`config.mk`:
```
export PLATFORM = sky130hd
export DESIGN_NAME = jtframe_freq_meter
export DESIGN_NICKNAME = d
export VERILOG_FILES = /design/src/rtl/jtframe_fmeter_pkg.sv /design/src/rtl/jtframe_sync_edge.sv /design/src/rtl/jtframe_freq_meter.sv
export SDC_FILE = /design/constraint.sdc
export NUM_CORES = 1
export LEC_CHECK = 0
export ABC_CLOCK_PERIOD_IN_PS = 1650
export CAP_MARGIN = 25
export CORE_MARGIN = 1
export CORE_UTILIZATION = 53
export CTS_BUF_LIST = sky130_fd_sc_hd__clkbuf_16
export CTS_CLUSTER_DIAMETER = 150
export CTS_CLUSTER_SIZE = 20
export DETAILED_ROUTE_END_ITERATION = 10
export PLACE_DENSITY = 0.86
export SLEW_MARGIN = 20
export SYNTH_ARGS = -nofsm -noshare
export SYNTH_HDL_FRONTEND = slang
export SYNTH_HIERARCHICAL = 1
export SYNTH_SLANG_ARGS = --single-unit
```
`constraint.sdc`:
```
create_clock -name clk -period 1.65 [get_ports clk]
set_input_delay 0.33 -clock clk [delete_from_list [all_inputs] [get_ports clk]]
set_output_delay 0.33 -clock clk [all_outputs]
set_load 0.1 [all_outputs]
```
`src/rtl/jtframe_fmeter_pkg.sv`:
```
// Shared types for the jtframe frequency meter.
package jtframe_fmeter_pkg;

  // Meter FSM: wait for lock, let the PLL settle, then alternate gate/report.
  typedef enum logic [1:0] {
    StIdle    = 2'd0,
    StSettle  = 2'd1,
    StMeasure = 2'd2,
    StReport  = 2'd3
  } fmeter_state_e;

endpackage

```
`src/rtl/jtframe_sync_edge.sv`:
```
// Two-flop synchroniser for an asynchronous input. With EdgeDet=1 the output is a
// one-cycle pulse on each synchronised rising edge (extra delay flop), otherwise
// it is the synchronised level.
module jtframe_sync_edge #(
  parameter bit EdgeDet = 1'b1
) (
  input  logic clk,
  input  logic rst_n,
  input  logic i_async,
  output logic o_out
);

  logic [1:0] r_sync;

  // Two-stage metastability filter.
  always_ff @(posedge clk or negedge rst_n) begin
    if (!rst_n) r_sync <= 2'b00;
    else        r_sync <= {r_sync[0], i_async};
  end

  if (EdgeDet) begin : g_edge
    logic r_dly;

    // Delayed copy of the synchronised level for rise detection.
    always_ff @(posedge clk or negedge rst_n) begin
      if (!rst_n) r_dly <= 1'b0;
      else        r_dly <= r_sync[1];
    end

    assign o_out = r_sync[1] & ~r_dly;
  end else begin : g_level
    assign o_out = r_sync[1];
  end

endmodule

```
`src/rtl/jtframe_freq_meter.sv`:
```
// Frequency meter: counts rising edges of sig_in over a window of GATE clk cycles,
// once the PLL lock has been stable for SETTLE cycles. A full gate period is
// GATE+1 cycles (GATE measuring plus one report cycle); no edge is ever dropped
// between consecutive gates.
// Optional macro JTFRAME_FMETER_TOL_EN: stable compares consecutive counts
// against TOL; without it stable just reflects the absence of overflow.
module jtframe_freq_meter
  import jtframe_fmeter_pkg::*;
#(
  parameter int unsigned GATE   = 48000,
  parameter int unsigned CW     = 16,
  parameter int unsigned SETTLE = 1024,
  parameter int unsigned TOL    = 2
) (
  input  logic          clk,
  input  logic          rst_n,
  input  logic          locked,
  input  logic          sig_in,
  output logic [CW-1:0] freq,
  output logic          freq_valid,
  output logic          ovf,
  output logic          stable
);

  localparam int unsigned   GW         = $clog2(GATE);
  localparam int unsigned   SW         = $clog2(SETTLE + 1);
  localparam logic [GW-1:0] GateLast   = GW'(GATE - 1);
  localparam logic [SW-1:0] SettleLast = SW'(SETTLE - 1);
  localparam logic [CW-1:0] CntMax     = {CW{1'b1}};

  fmeter_state_e r_state, w_state_next;
  logic [SW-1:0] r_settle_cnt;
  logic [GW-1:0] r_gate_cnt;
  logic [CW-1:0] r_edge_cnt, w_cnt_inc;
  logic          r_sat, w_sat_inc;
  logic [CW-1:0] r_freq;
  logic          r_ovf, r_stable;
  logic          w_locked, w_edge, w_report_load, w_stable_new;

  jtframe_sync_edge #(.EdgeDet(1'b0)) u_sync_locked (
    .clk    (clk),
    .rst_n  (rst_n),
    .i_async(locked),
    .o_out  (w_locked)
  );

  jtframe_sync_edge #(.EdgeDet(1'b1)) u_sync_sig (
    .clk    (clk),
    .rst_n  (rst_n),
    .i_async(sig_in),
    .o_out  (w_edge)
  );

  // Edge count including this cycle's edge. Saturates at CntMax; the sat flag is
  // raised only by an edge that could not be counted.
  always_comb begin
    w_cnt_inc = r_edge_cnt;
    w_sat_inc = r_sat;
    if (w_edge) begin
      if (r_edge_cnt == CntMax) w_sat_inc = 1'b1;
      else                      w_cnt_inc = r_edge_cnt + 1'b1;
    end
  end

  // Next-state logic; losing lock aborts from any state.
  always_comb begin
    w_state_next = r_state;
    if (!w_locked) begin
      w_state_next = StIdle;
    end else begin
      unique case (r_state)
        StIdle:    w_state_next = StSettle;
        StSettle:  if (r_settle_cnt == SettleLast) w_state_next = StMeasure;
        StMeasure: if (r_gate_cnt == GateLast) w_state_next = StReport;
        StReport:  w_state_next = StMeasure;
        default:   w_state_next = StIdle;
      endcase
    end
  end

  // Results are latched on the last measuring edge so they are valid during REPORT.
  assign w_report_load = (r_state == StMeasure) && (w_state_next == StReport);

`ifdef JTFRAME_FMETER_TOL_EN
  logic          r_have_prev;
  logic [CW-1:0] w_diff;

  // Stability: |new - previous| within TOL, neither gate overflowed, and a
  // previous sample exists since the last lock.
  always_comb begin
    w_diff       = (w_cnt_inc >= r_freq) ? (w_cnt_inc - r_freq) : (r_freq - w_cnt_inc);
    w_stable_new = r_have_prev && !w_sat_inc && !r_ovf && (w_diff <= CW'(TOL));
  end

  // Tracks whether r_freq holds a sample from the current lock period.
  always_ff @(posedge clk or negedge rst_n) begin
    if (!rst_n)             r_have_prev <= 1'b0;
    else if (!w_locked)     r_have_prev <= 1'b0;
    else if (w_report_load) r_have_prev <= 1'b1;
  end
`else
  assign w_stable_new = !w_sat_inc;
`endif

  // FSM state register.
  always_ff @(posedge clk or negedge rst_n) begin
    if (!rst_n) r_state <= StIdle;
    else        r_state <= w_state_next;
  end

  // Settle, gate and edge counters; REPORT seeds the next gate with its own edge.
  always_ff @(posedge clk or negedge rst_n) begin
    if (!rst_n) begin
      r_settle_cnt <= '0;
      r_gate_cnt   <= '0;
      r_edge_cnt   <= '0;
      r_sat        <= 1'b0;
    end else begin
      unique case (r_state)
        StIdle: begin
          r_settle_cnt <= '0;
          r_gate_cnt   <= '0;
          r_edge_cnt   <= '0;
          r_sat        <= 1'b0;
        end
        StSettle: begin
          r_settle_cnt <= r_settle_cnt + 1'b1;
          r_gate_cnt   <= '0;
          r_edge_cnt   <= '0;
          r_sat        <= 1'b0;
        end
        StMeasure: begin
          r_gate_cnt <= r_gate_cnt + 1'b1;
          r_edge_cnt <= w_cnt_inc;
          r_sat      <= w_sat_inc;
        end
        StReport: begin
          r_gate_cnt <= '0;
          r_edge_cnt <= CW'(w_edge);
          r_sat      <= 1'b0;
        end
        default: begin
          r_settle_cnt <= '0;
          r_gate_cnt   <= '0;
          r_edge_cnt   <= '0;
          r_sat        <= 1'b0;
        end
      endcase
    end
  end

  // Result registers: updated per report, held across lock loss (stable drops).
  always_ff @(posedge clk or negedge rst_n) begin
    if (!rst_n) begin
      r_freq   <= '0;
      r_ovf    <= 1'b0;
      r_stable <= 1'b0;
    end else if (w_report_load) begin
      r_freq   <= w_cnt_inc;
      r_ovf    <= w_sat_inc;
      r_stable <= w_stable_new;
    end else if (!w_locked) begin
      r_stable <= 1'b0;
    end
  end

  assign freq       = r_freq;
  assign ovf        = r_ovf;
  assign stable     = r_stable;
  assign freq_valid = (r_state == StReport);

endmodule

```
### Word-level counts from Yosys, hierarchy flattened

Cells that the tools add are included.

| operators by class | value |
|---|---|
| muxes and demuxes | 14 |
| $add $sub $neg | 3 |
| reduce and logical (&&, ||, !) cells | 6 |
| equal/unequal tests | 8 |
| bitwise operators | 2 |

Operators with widths:

| kind | number |
|---|---|
| 16-bit case mux with 3 select lines | 1 |
| 16-bit by 1-bit adder with 16-bit output, second input constant | 2 |
| 16-bit == test, second input constant | 2 |
| 16-bit two-way mux | 2 |
| 16-bit case mux with 2 select lines | 1 |
| 11-bit case mux with 2 select lines | 1 |
| 11-bit by 1-bit adder with 11-bit output, second input constant | 1 |
| 11-bit by 10-bit == test with 1-bit output, second input constant | 1 |
| 2-bit case mux with 4 select lines | 1 |
| 2-bit == test, second input constant | 3 |
| 2-bit two-way mux | 3 |
| 1-bit two-way mux | 4 |
| 3-bit OR reduction | 1 |
| 2-bit by 1-bit == test with 1-bit output, second input constant | 1 |
| 2-bit logical NOT | 1 |
| 2-bit != test, second input constant | 1 |
| 1-bit case mux with 2 select lines | 1 |
| 2-bit nonzero test | 1 |
| 2-bit OR reduction | 1 |
| 1-bit AND | 1 |
| 1-bit logical AND | 1 |
| 1-bit logical NOT | 1 |
| 1-bit NOT | 1 |

| storage, ports and cells | value |
|---|---|
| flip-flop bits (word level) | 69 |
| input bits | 4 |
| output and inout port bits | 19 |
| word-level logic and storage cells | 44 |

### Logic depth before layout (Yosys ltp)

Gate-level depths: netlist (run 1).

| depth | value |
|---|---|
| word-level depth | 7 |
| mapped depth | 7 |
| gate-level depth less buffers | 5 |

### Hierarchy

The synthesis (run 1) kept the hierarchy.

By module, submodules not included:

| module | seq. area each (µm²) | cells each | area an instance (µm²) | instances |
|---|---|---|---|---|
| jtframe_freq_meter | 1601.5 | 335 | 3263.1 | 1 |
| jtframe_sync_edge (u_sync_sig) | 75.1 | 4 | 88.8 | 1 |
| jtframe_sync_edge (u_sync_locked) | 50.0 | 2 | 50.0 | 1 |

### Worst setup path before layout (run 1)

Ideal clock, no wire load.

| path | value |
|---|---|
| path kind | reg-to-output |
| start | register r_state[1] |
| end | output port freq_valid |
| stages on the path, launching flop included | 4 |
| data required time | 1.320 ns |
| arrival | 1.507 ns |
| path buffers | 2 |
| slack | -0.187 ns |
| path through | dfrtp_1 > buf_2 > clkbuf_1 > and2_1 |

| between the ends | value |
|---|---|
| word-level cells in the longest chain between the ends | 1 |

RTL lines:

| element | line | text |
|---|---|---|
| start, declared | jtframe_freq_meter.sv:31 | `fmeter_state_e r_state, w_state_next;` |
| start signal, assigned | jtframe_freq_meter.sv:107 | `if (!rst_n) r_state <= StIdle;` |
| start signal, assigned | jtframe_freq_meter.sv:108 | `else r_state <= w_state_next;` |
| 2-bit == test | jtframe_freq_meter.sv:170 | `assign freq_valid = (r_state == StReport);` |
| end, declared | jtframe_freq_meter.sv:20 | `output logic freq_valid,` |

Every way passes these cells.

### Final worst setup path (run 1)

| path | value |
|---|---|
| start | register r_edge_cnt[0] |
| end | register r_freq[0] (netlist: freq[0]) |

| between the ends | value |
|---|---|
| word-level cells in the longest chain between the ends | 3 |
| elaborated cells on any way between the ends | 4 |
| those cells by class | add/sub (1); eq/ne (1); mux (2) |

RTL lines:

| element | line | text |
|---|---|---|
| start, declared | jtframe_freq_meter.sv:34 | `logic [CW-1:0] r_edge_cnt, w_cnt_inc;` |
| start signal, assigned | jtframe_freq_meter.sv:134 | `r_edge_cnt <= w_cnt_inc;` |
| start signal, assigned | jtframe_freq_meter.sv:139 | `r_edge_cnt <= CW'(w_edge);` |
| 16-bit by 1-bit adder with 16-bit output / 16-bit == test (equally long branches) | jtframe_freq_meter.sv:61, jtframe_freq_meter.sv:60 |  |
| 16-bit two-way mux | jtframe_freq_meter.sv:60 | `if (r_edge_cnt == CntMax) w_sat_inc = 1'b1;` |
| 16-bit two-way mux * | jtframe_freq_meter.sv:59 | `if (w_edge) begin` |
| end signal, assigned | jtframe_freq_meter.sv:159 | `r_freq <= w_cnt_inc;` |
| end, declared | jtframe_freq_meter.sv:36 | `logic [CW-1:0] r_freq;` |

Every way passes the cells marked *; elsewhere a longest branch is shown, timed or not.
A chain may end at the register's enable or synchronous reset.

==> flow_summary.json, run 1 <==
{
  "report.final.setup_viol": 30,
  "antenna_found_initial": 0,
  "synth_commonest_cells": "69 x dfrtp_1, 36 x nor2_1, 20 x o21ai_1",
  "worst_clock_skew_ns": 0.00584,
  "dr_total_vias": 3193,
  "fin_worst_hold_slack_ns": -0.00603,
  "grt_pass1_vias": 3088,
  "finalSetupTns_ns": -3.60,
  "cts_max_level": 3,
  "drc_errors": 0,
  "synth_warnings": 6,
  "hold_viol_final": 3,
  "timing.slew.headroom_pct": 73.3,
  "post-route-cell-area_mm2": 0.00488,
  "maxSlewViolCount": 0,
  "die_h_um": 82.1,
  "cp-start-kind": "register",
  "cellPowerDensity_mw_per_mm2": 748,
  "drtPass1Iterations": 5,
  "ys_top_cells_by_area": "dfrtp_1 51%, nor2_1 4.0%, xnor2_1 3.1%",
  "synth.ff_latch_count": 69,
  "layout_min_cycle_time_ns": 1.86,
  "n_antenna_cell": 0,
  "outcome": "complete, but fails checks",
  "die_width_um": 82.1,
  "cellLeakagePower_nw": 2.08,
  "floorplan.die_area_mm2": 0.00674,
  "hold_class": "primary input to async pin",
  "tritoncts_clock_tree": "yes",
  "num_rows": 28,
  "wl_mm": 9.71,
  "totalPowerFinal_mw": 3.65,
  "rsz0062_at_grt": "true",
  "wire_length_of_the_first_global_routing_pass_mm": 14.4,
  "drt.antenna.violating_nets": 0,
  "drt-wirelength-per-cell_um": 19.3,
  "top_flip_flop_cell_by_instance_count_after_synthesis": "dfrtp_1",
  "layout_setup_ws_ns": -0.207,
  "max-clock-path-buffers": 2,
  "routabilityCongestion": 0.894,
  "sw_frac_of_total_pct": 21.1,
  "detailedRoute.firstIterationViolations": 310,
  "switchingPower_uw": 770,
  "timing.max_cap.violations": 0,
  "final_layout_size_suffix_gt1_share_pct": 34.9,
  "layout_worst_path_cycle_share_pct": 113,
  "cts_buffers": 9,
  "netlist.top_cell.by_area": "dfrtp_1",
  "synth_sequential_area_ratio_pct": 50.8,
  "violations": "negative hold slack, negative setup slack",
  "worst_r2r_path_depth": 7,
  "grt_overflow_total": 0,
  "dpl-instance-area_mm2": 0.00423,
  "clkPwrFrac_pct": 50.5,
  "cp_max_fo": 3,
  "power_frac_comb_pct": 2.4,
  "finalNonFillerCells": 502,
  "cp_data_required_time_ns": 1.87,
  "cts_sinks": 69,
  "initial_core_util_pct": 56.1,
  "category_of_the_worst_setup_path_capture_point": "register",
  "fp.coreArea_mm2": 0.00606,
  "regToRegSetupSlack_ns": -0.21,
  "crit_path_end": "freq[0]",
  "vdd_drop_max_mv": 0.913,
  "ios": 23,
  "area_overhead_vs_synth_pct": 43.5,
  "place.port_buffers": 22,
  "synthesis.nets": 348,
  "async_reset_ff_share_pct": 100,
  "synth-edff-count": 0,
  "power_frac_seq_pct": 47.1,
  "cts_root_buf": "clkbuf_16",
  "vias_per_cell": 6.36,
  "synth.most_common_cell": "dfrtp_1",
  "worstSkewPairLatency_ns": 0.34,
  "max_slew.worst_pin.slew_ns": 0.397,
  "post-place-cells": 467,
  "design.final.nets": 429,
  "crit_arrival_ns": 2.08,
  "synth.distinct_cells": 50,
  "r2r_start": "r_edge_cnt[0]",
  "timing.rr.end": "freq[0]",
  "synth_area_per_cell_um2": 9.98,
  "post_synth_instance_area_mm2": 0.00340,
  "cp-startpoint": "r_edge_cnt[0]",
  "critPathKind": "register to register",
  "syn-instance-count": 341,
  "dp_hpwl_mm": 5.25,
  "worst_setup_hold_path_clk_slew_ns": 0.06,
  "yosysTopAreaCellShare_pct": 50.8,
  "fmax_mhz": 538,
  "grt_max_degree": 70,
  "internal_power_mw": 2.88,
  "global_route.usage.total_pct": 29.0
}
-- sequential cells by signal (all words and copies together), names as in the netlist --
name	flops
ovf	1
freq	16
r_settle_cnt	11
stable	1
u_sync_sig/g_edge.r_dly	1
r_sat	1
r_gate_cnt	16
u_sync_sig/r_sync	2
r_edge_cnt	16
u_sync_locked/r_sync	2
r_state	2
-- metal layers --
layer	vias to the layer above	wire length [um]	track usage (%)	part of all wire, %
li1	1396	-	-	-
met5	-	0	0	0
met1	1595	3720	33.6	38
met2	151	5110	49.9	53
met4	0	361	13.0	3.7
met3	51	515	7.91	5.3
-- worst min path at each step --
stage / slack, ns / depth (start not counted) / end
floorplan: 0.03 / 0 / freq[0]
global placement: 0.33 / 0 / u_sync_sig/r_sync[1]
detailed placement: 0.33 / 0 / u_sync_sig/r_sync[1]
CTS: 0.03 / 2 / freq[5]
global route: 0.04 / 2 / freq[6]
finish: -0.006 / 2 / freq[6]
-- per-stage QoR --
step | util [%] | setup WS [ns]
floorplan | - | -0.147
global placement | 69.7 | -0.115
detailed placement | 69.7 | -0.177
CTS | 76.4 | -0.133
global route | 80.6 | -0.226
finish | 80.6 | -0.207
-- layout by cell type, fill, tap and decap left out, types with 5 or more instances in the layout --
cell type  instances
dfrtp_1           69
buf_4             55
nor2_1            35
o21ai_1           22
buf_12            20
nand2_1           18
nand3_1           16
inv_1             14
xnor2_1           12
o21ai_0           11
a21oi_1           11
nor3_1            11
nand4_1            9
clkbuf_16          9
buf_6              8
and3_1             6
nor4_1             6
mux2_2             5
-- area by class of cell --
cell class	count	area (um2)
flip-flops and latches	69	1730
inverters	13	48.8
multi-input cells	243	1800
clock inverters	7	57.6
fillers	338	1180
clock buffers	9	225
well taps	75	93.8
repair buffers	86	928
-- power groups by stage --
stage,clock [mW],sequential (mW),combinational [mW]
3_5_place_dp,0,1.75,0.0870
2_1_floorplan,0,1.75,0.0275
6_report,1.84,1.72,0.0874
4_1_cts,1.86,1.72,0.0890
5_1_grt,1.96,1.72,0.0998
3_3_place_gp,0,1.75,0.0850
-- critical path: stages (launching register included) --
cell and delay [ns]:
dfrtp_1 0.42, ha_4 0.17, nand4_1 0.16, buf_4 0.20, o41ai_4 0.29, buf_4 0.19, xnor2_1 0.06, mux2_2 0.26
-- kinds of logic (layout without fill, tap and decap cells) --
kind of cell	after synthesis	after routing	synth area share (%)
xor+xnor	16	16	4.12
compound gates	66	66	11.7
flops	69	69	50.8
mux	13	13	4.45
fa+ha+maj	3	3	1.10
buf+inv	29	115	3.68
simple gates	145	145	24.2
-- what timing repair did --
action | 4_1_cts | 5_1_grt
gates resized for setup | 13 | 32
setup endpoints to repair | 32 | 37
hold buffers | 0 | 0
pin swaps | 7 | 11
setup buffers | 8 | 12
hold endpoints to repair | 0 | 0
Note: power is estimated with default switching activity, not from simulation.
==> run 2: changes to the inputs <==
--- a/config.mk
+++ b/config.mk
@@ -7,8 +7,10 @@
 export LEC_CHECK = 0
 export ABC_CLOCK_PERIOD_IN_PS = 1650
 export CAP_MARGIN = 25
+export CELL_PAD_IN_SITES_DETAIL_PLACEMENT = 0
+export CELL_PAD_IN_SITES_GLOBAL_PLACEMENT = 1
 export CORE_MARGIN = 1
-export CORE_UTILIZATION = 53
+export CORE_UTILIZATION = 42
 export CTS_BUF_LIST = sky130_fd_sc_hd__clkbuf_16
 export CTS_CLUSTER_DIAMETER = 150
 export CTS_CLUSTER_SIZE = 20
==> run 2 against run 1 <==
Compared with the run above:
- the flow finishes with violations (negative setup slack)
- setup slack better by 0.037 ns
- via count down 7.6%
- critical path depth unchanged
- die area up 26%
- sequential share of layout area down 0.065 points
- total power up 1.1%
- first-iteration DRC count down 64%
- design area up 0.26%
- maximum frequency up 2.0%
- clock skew up 0.0018 ns
- sequential cell count unchanged
- largest cell class unchanged
==> flow_summary.json, run 2 (synthesized netlist as in run 1, its figures left out) <==
{
  "die_width_um": 92,
  "category_of_the_worst_setup_path_capture_point": "register",
  "design.final.nets": 429,
  "fmax_mhz": 549,
  "layout_worst_path_cycle_share_pct": 110,
  "hold_class": "primary input to async pin",
  "cp_max_fo": 4,
  "cts_hold_buffers": 0,
  "final_common_cell": "dfrtp_1",
  "max_slew.worst_pin.slew_ns": 0.413,
  "report.final.setup_viol": 26,
  "maxSlewViolCount": 0,
  "die_h_um": 92,
  "worstSkewPairLatency_ns": 0.33,
  "timing.slew.headroom_pct": 72.2,
  "outcome": "complete, but fails checks",
  "mostFrequentLayoutCells": "68 x dfrtp_1, 56 x buf_4, 35 x nor2_1",
  "num_rows": 32,
  "post-place-cells": 493,
  "place.port_buffers": 22,
  "wire_length_of_the_first_global_routing_pass_mm": 14.0,
  "drt-wirelength-per-cell_um": 16.3,
  "hold_viol_final": 0,
  "finalNonFillerCells": 529,
  "cellPowerDensity_mw_per_mm2": 754,
  "grt_overflow_total": 0,
  "cts_sinks": 69,
  "cp_data_required_time_ns": 1.86,
  "violations": "negative setup slack",
  "floorplan.die_area_mm2": 0.00846,
  "antenna_found_initial": 0,
  "cts_root_buf": "clkbuf_16",
  "tritoncts_clock_tree": "yes",
  "fp.coreArea_mm2": 0.00777,
  "global_route.usage.total_pct": 21.0,
  "dr_total_vias": 2950,
  "layout_min_cycle_time_ns": 1.82,
  "finish.utilization_pct": 63.0,
  "critPathKind": "register to register",
  "cellLeakagePower_nw": 2.05,
  "vias_per_cell": 5.58,
  "rsz0062_at_grt": "true",
  "drtPass1Iterations": 4,
  "cp-start-kind": "register",
  "layout_setup_ws_ns": -0.170,
  "grt_pass1_vias": 2939,
  "worst_clock_skew_ns": 0.00768,
  "wl_mm": 8.63,
  "routabilityCongestion": 0.840,
  "dpl-instance-area_mm2": 0.00426,
  "pre_cts_slack_ns": -0.186,
  "fin_worst_hold_slack_ns": 0.0132,
  "grt_max_degree": 70,
  "ios": 23,
  "drc_errors": 0,
  "finalSetupTns_ns": -2.41,
  "totalPowerFinal_mw": 3.69,
  "initial_core_util_pct": 43.8,
  "timing.max_cap.violations": 0,
  "worst_setup_hold_path_clk_slew_ns": 0.06,
  "post-route-cell-area_mm2": 0.00489,
  "area_overhead_vs_synth_pct": 43.9,
  "cts_max_level": 3,
  "final_layout_size_suffix_gt1_share_pct": 36.3,
  "crit_arrival_ns": 2.03,
  "vdd_drop_max_mv": 0.482,
  "n_antenna_cell": 0,
  "detailedRoute.firstIterationViolations": 112,
  "dp_hpwl_mm": 5.24,
  "drt.antenna.violating_nets": 0,
  "max-clock-path-buffers": 2,
  "cts_buffers": 9
}
## run 2: timing repair
action,CTS,global route
hold endpoints to repair,0,0
gates cloned,0,1
setup buffers,11,8
setup endpoints to repair,34,38
resized for setup,12,33
pin swaps,10,10
## run 2: critical path, cell delays in order, from the launching register on
cell     delay, ns
dfrtp_1       0.39
nor2b_4       0.16
nand4_1       0.24
buf_6         0.21
buf_4         0.13
nor4_4        0.15
mux2i_1       0.33
o21ai_2       0.08
## run 2: power breakdown
group	switching [mW]	internal [mW]
Sequential	0.0120	1.71
Clock	0.723	1.16
Combinational	0.0575	0.0319
Total	0.793	2.90
## run 2: layout make-up
type                            instances  area (um2)
Clock buffer                            9         225
Fill cell                             621        2870
Clock inverter                          7        67.6
Timing Repair Buffer                   85         922
Multi-Input combinational cell        244        1780
Inverter                               13        48.8
Tap cell                              102         128
Sequential cell                        69        1730
## run 2: layer usage
layer	up-vias	global-route usage [%]	share of wire [%]
li1	1396	-	-
met1	1470	25.7	43
met2	64	36.6	51
met3	20	3.65	3.3
met4	0	8.33	2.7
met5	-	0	0
## run 2: worst paths after layout
path / start / endpoint / slack (ns) / cells past startpoint
worst max-delay path: u_sync_sig/g_edge.r_dly / freq[11] / -0.17 / 7
worst min-delay path: rst_n / freq[6] / 0.01 / 2
worst max register to register: u_sync_sig/g_edge.r_dly / freq[11] / -0.17 / 7
worst min register to register: u_sync_sig/r_sync[0] / u_sync_sig/r_sync[1] / 0.35 / 0
max in group asynchronous: rst_n / r_edge_cnt[10] / 1.33 / 2
min in group clk: u_sync_sig/r_sync[0] / u_sync_sig/r_sync[1] / 0.35 / 0
==> run 3: changes to the inputs <==
--- a/config.mk
+++ b/config.mk
@@ -5,17 +5,17 @@
 export SDC_FILE = /design/constraint.sdc
 export NUM_CORES = 1
 export LEC_CHECK = 0
-export ABC_CLOCK_PERIOD_IN_PS = 1650
-export CAP_MARGIN = 25
+export ABC_CLOCK_PERIOD_IN_PS = 1720
 export CELL_PAD_IN_SITES_DETAIL_PLACEMENT = 0
 export CELL_PAD_IN_SITES_GLOBAL_PLACEMENT = 1
 export CORE_MARGIN = 1
-export CORE_UTILIZATION = 42
+export CORE_UTILIZATION = 46
 export CTS_BUF_LIST = sky130_fd_sc_hd__clkbuf_16
 export CTS_CLUSTER_DIAMETER = 150
 export CTS_CLUSTER_SIZE = 20
 export DETAILED_ROUTE_END_ITERATION = 10
-export PLACE_DENSITY = 0.86
+export GPL_ROUTABILITY_DRIVEN = 1
+export PLACE_DENSITY = 0.89
 export SLEW_MARGIN = 20
 export SYNTH_ARGS = -nofsm -noshare
 export SYNTH_HDL_FRONTEND = slang
==> constraint.sdc (replaced) <==
create_clock -name clk -period 1.72 [get_ports clk]
set_input_delay 0.344 -clock clk [delete_from_list [all_inputs] [get_ports clk]]
set_output_delay 0.344 -clock clk [all_outputs]
set_load 0.1 [all_outputs]
==> run 3 against run 2 <==
Compared with the run above:
- the flow still finishes with violations (negative setup slack)
- sequential power down 4%
- clock skew decreased by 0.0029 ns
- cell count shrank 5.9%
- setup slack improved by 0.064 ns
- non-clock buffer count is 23 lower
- combinational power down 7.7%
- clock power down 16%
- critical path depth is 3 lower
- register-to-register slack improved by 0.06 ns
- total power decreased by 11%
- hold slack better by 0.026 ns
- sequential share of layout area up 2.2 points
- largest cell class is now sequential cells
==> flow_summary.json, run 3 (synthesized netlist as in run 1, its figures left out) <==
{
  "met3_demand_to_capacity_share_in_global_routing_pct": 6.03,
  "grt_overflow_total": 0,
  "slowest_stage": "or4b_4",
  "vdd_drop_max_mv": 0.512,
  "totalPowerFinal_mw": 3.30,
  "drtPass1Iterations": 4,
  "drt-wirelength-per-cell_um": 15.3,
  "cts_root_buf": "clkbuf_16",
  "post-route-cell-area_mm2": 0.00460,
  "dr_total_vias": 2771,
  "cts_sinks": 69,
  "cts_max_level": 3,
  "place.port_buffers": 22,
  "max_slew.worst_pin.slew_ns": 0.425,
  "n_antenna_cell": 0,
  "initial_core_util_pct": 48.7,
  "switchingPower_uw": 695,
  "detailedRoute.firstIterationViolations": 94,
  "cellLeakagePower_nw": 1.89,
  "cp-startpoint": "r_gate_cnt[14]",
  "use_met2_pct": 36.4,
  "routabilityCongestion": 0.785,
  "antenna_found_initial": 0,
  "dp_hpwl_mm": 5.07,
  "mostFrequentLayoutCells": "69 x dfrtp_1, 37 x buf_4, 35 x nor2_1",
  "outcome": "complete, but fails checks",
  "timing.critical_path.slowest_cell_delay_ns": 0.58,
  "wl_mm": 7.62,
  "power_frac_comb_pct": 2.5,
  "maxSlewViolCount": 0,
  "critPathKind": "register to register",
  "layout_setup_ws_ns": -0.106,
  "vias_per_cell": 5.56,
  "design.final.nets": 405,
  "list_of_cells_traversed_by_the_critical_path": "or4b_4 > nor3_4 > nand3_4 > mux2_4",
  "drt.antenna.violating_nets": 0,
  "power_frac_seq_pct": 50.0,
  "hold_class": "primary input to async pin",
  "cp_max_fo": 8,
  "finalNonFillerCells": 498,
  "sw_frac_of_total_pct": 21.1,
  "ios": 23,
  "grt_pass1_vias": 2731,
  "cp-start-kind": "register",
  "global_route.usage.total_pct": 21.5,
  "die_width_um": 88,
  "tritoncts_clock_tree": "yes",
  "wire_length_of_the_first_global_routing_pass_mm": 12.6,
  "worst_clock_skew_ns": 0.00480,
  "hold_viol_final": 0,
  "worstPathBufferInverterCount": 0,
  "worst_setup_hold_path_clk_slew_ns": 0.05,
  "layout_min_cycle_time_ns": 1.83,
  "floorplan.die_area_mm2": 0.00774,
  "final_common_cell": "dfrtp_1",
  "r2r_start": "r_gate_cnt[14]",
  "cp_top_delay_family": "simple AND/OR/NAND/NOR gates",
  "rsz0062_at_grt": "true",
  "fill_cells": 554,
  "category_of_the_worst_setup_path_capture_point": "register",
  "cellPowerDensity_mw_per_mm2": 718,
  "timing.max_cap.violations": 0,
  "fp.coreArea_mm2": 0.00698,
  "num_rows": 30,
  "drc_errors": 0,
  "worst_r2r_path_depth": 4,
  "die_h_um": 88,
  "post-place-cells": 477,
  "report.final.setup_viol": 16,
  "max-clock-path-buffers": 2,
  "gr-usage-met1_pct": 26.2,
  "worstSkewPairLatency_ns": 0.33,
  "cts_buffers": 9,
  "global_route.peak_usage_layer": "met2",
  "area_overhead_vs_synth_pct": 35.2,
  "internal_power_mw": 2.61,
  "clkPwrFrac_pct": 47.5,
  "layout_worst_path_cycle_share_pct": 106,
  "fmax_mhz": 548,
  "dpl-instance-area_mm2": 0.00416,
  "crit_arrival_ns": 2.04,
  "grt_max_degree": 70,
  "timing.slew.headroom_pct": 71.4,
  "violations": "negative setup slack",
  "critical_path_cell_count": 4,
  "cp_data_required_time_ns": 1.93,
  "final_layout_size_suffix_gt1_share_pct": 30.6
}
-- run 3: stage by stage --
step           setup WS [ns]  hold WS [ns]  TNS [ns]  util [%]
3_5_place_dp         -0.0987         0.340     -1.09      59.6
6_report              -0.106        0.0388    -0.860      65.9
3_3_place_gp         -0.0547         0.335    -0.551      59.6
4_1_cts              -0.0876        0.0518    -0.763      63.4
2_1_floorplan        -0.0774        0.0484    -0.347         -
5_1_grt               -0.147        0.0495     -2.15      65.9
-- run 3: final timing paths --
kind,to,slack (ns)
worst max-delay path,freq[6],-0.11
worst min-delay path,freq[6],0.04
worst max register to register,freq[6],-0.11
worst min register to register,u_sync_sig/r_sync[1],0.34
max in group asynchronous,r_settle_cnt[3],1.41
min in group clk,u_sync_sig/r_sync[1],0.34
-- run 3: worst reg2reg max path: stages (launching register included) --
cell and delay, ns:
dfrtp_1 0.38, or4b_4 0.58, nor3_4 0.20, nand3_4 0.21, mux2_4 0.35
-- run 3: cell type report --
class | instances | area, um2 | area share, %
Clock buffer | 9 | 225 | 4.90
Clock inverter | 6 | 25.0 | 0.544
Inverter | 13 | 48.8 | 1.06
Multi-Input combinational cell | 243 | 1720 | 37.4
Sequential cell | 69 | 1730 | 37.5
Tap cell | 96 | 120 | 2.61
Timing Repair Buffer | 62 | 734 | 16.0
-- run 3: what timing repair did --
action	in CTS	in global routing
pin swaps	2	15
resized for setup	4	33
hold buffers	0	0
setup endpoints to repair	24	36
setup buffers	0	7
-- run 3: layer usage --
layer | part of all wire, % | up-vias | wire length (um)
li1 | - | 1341 | -
met4 | 1.8 | 0 | 134
met2 | 51 | 45 | 3890
met5 | 0 | - | 0
met1 | 44 | 1368 | 3390
met3 | 2.7 | 17 | 205
-- run 3: power groups by stage --
stage               Combinational, mW  Clock (mW)  Sequential [mW]
floorplan                      0.0256           0             1.68
global placement               0.0810           0             1.68
detailed placement             0.0829           0             1.68
CTS                            0.0843        1.61             1.65
global route                   0.0959        1.68             1.65
finish                         0.0825        1.57             1.65
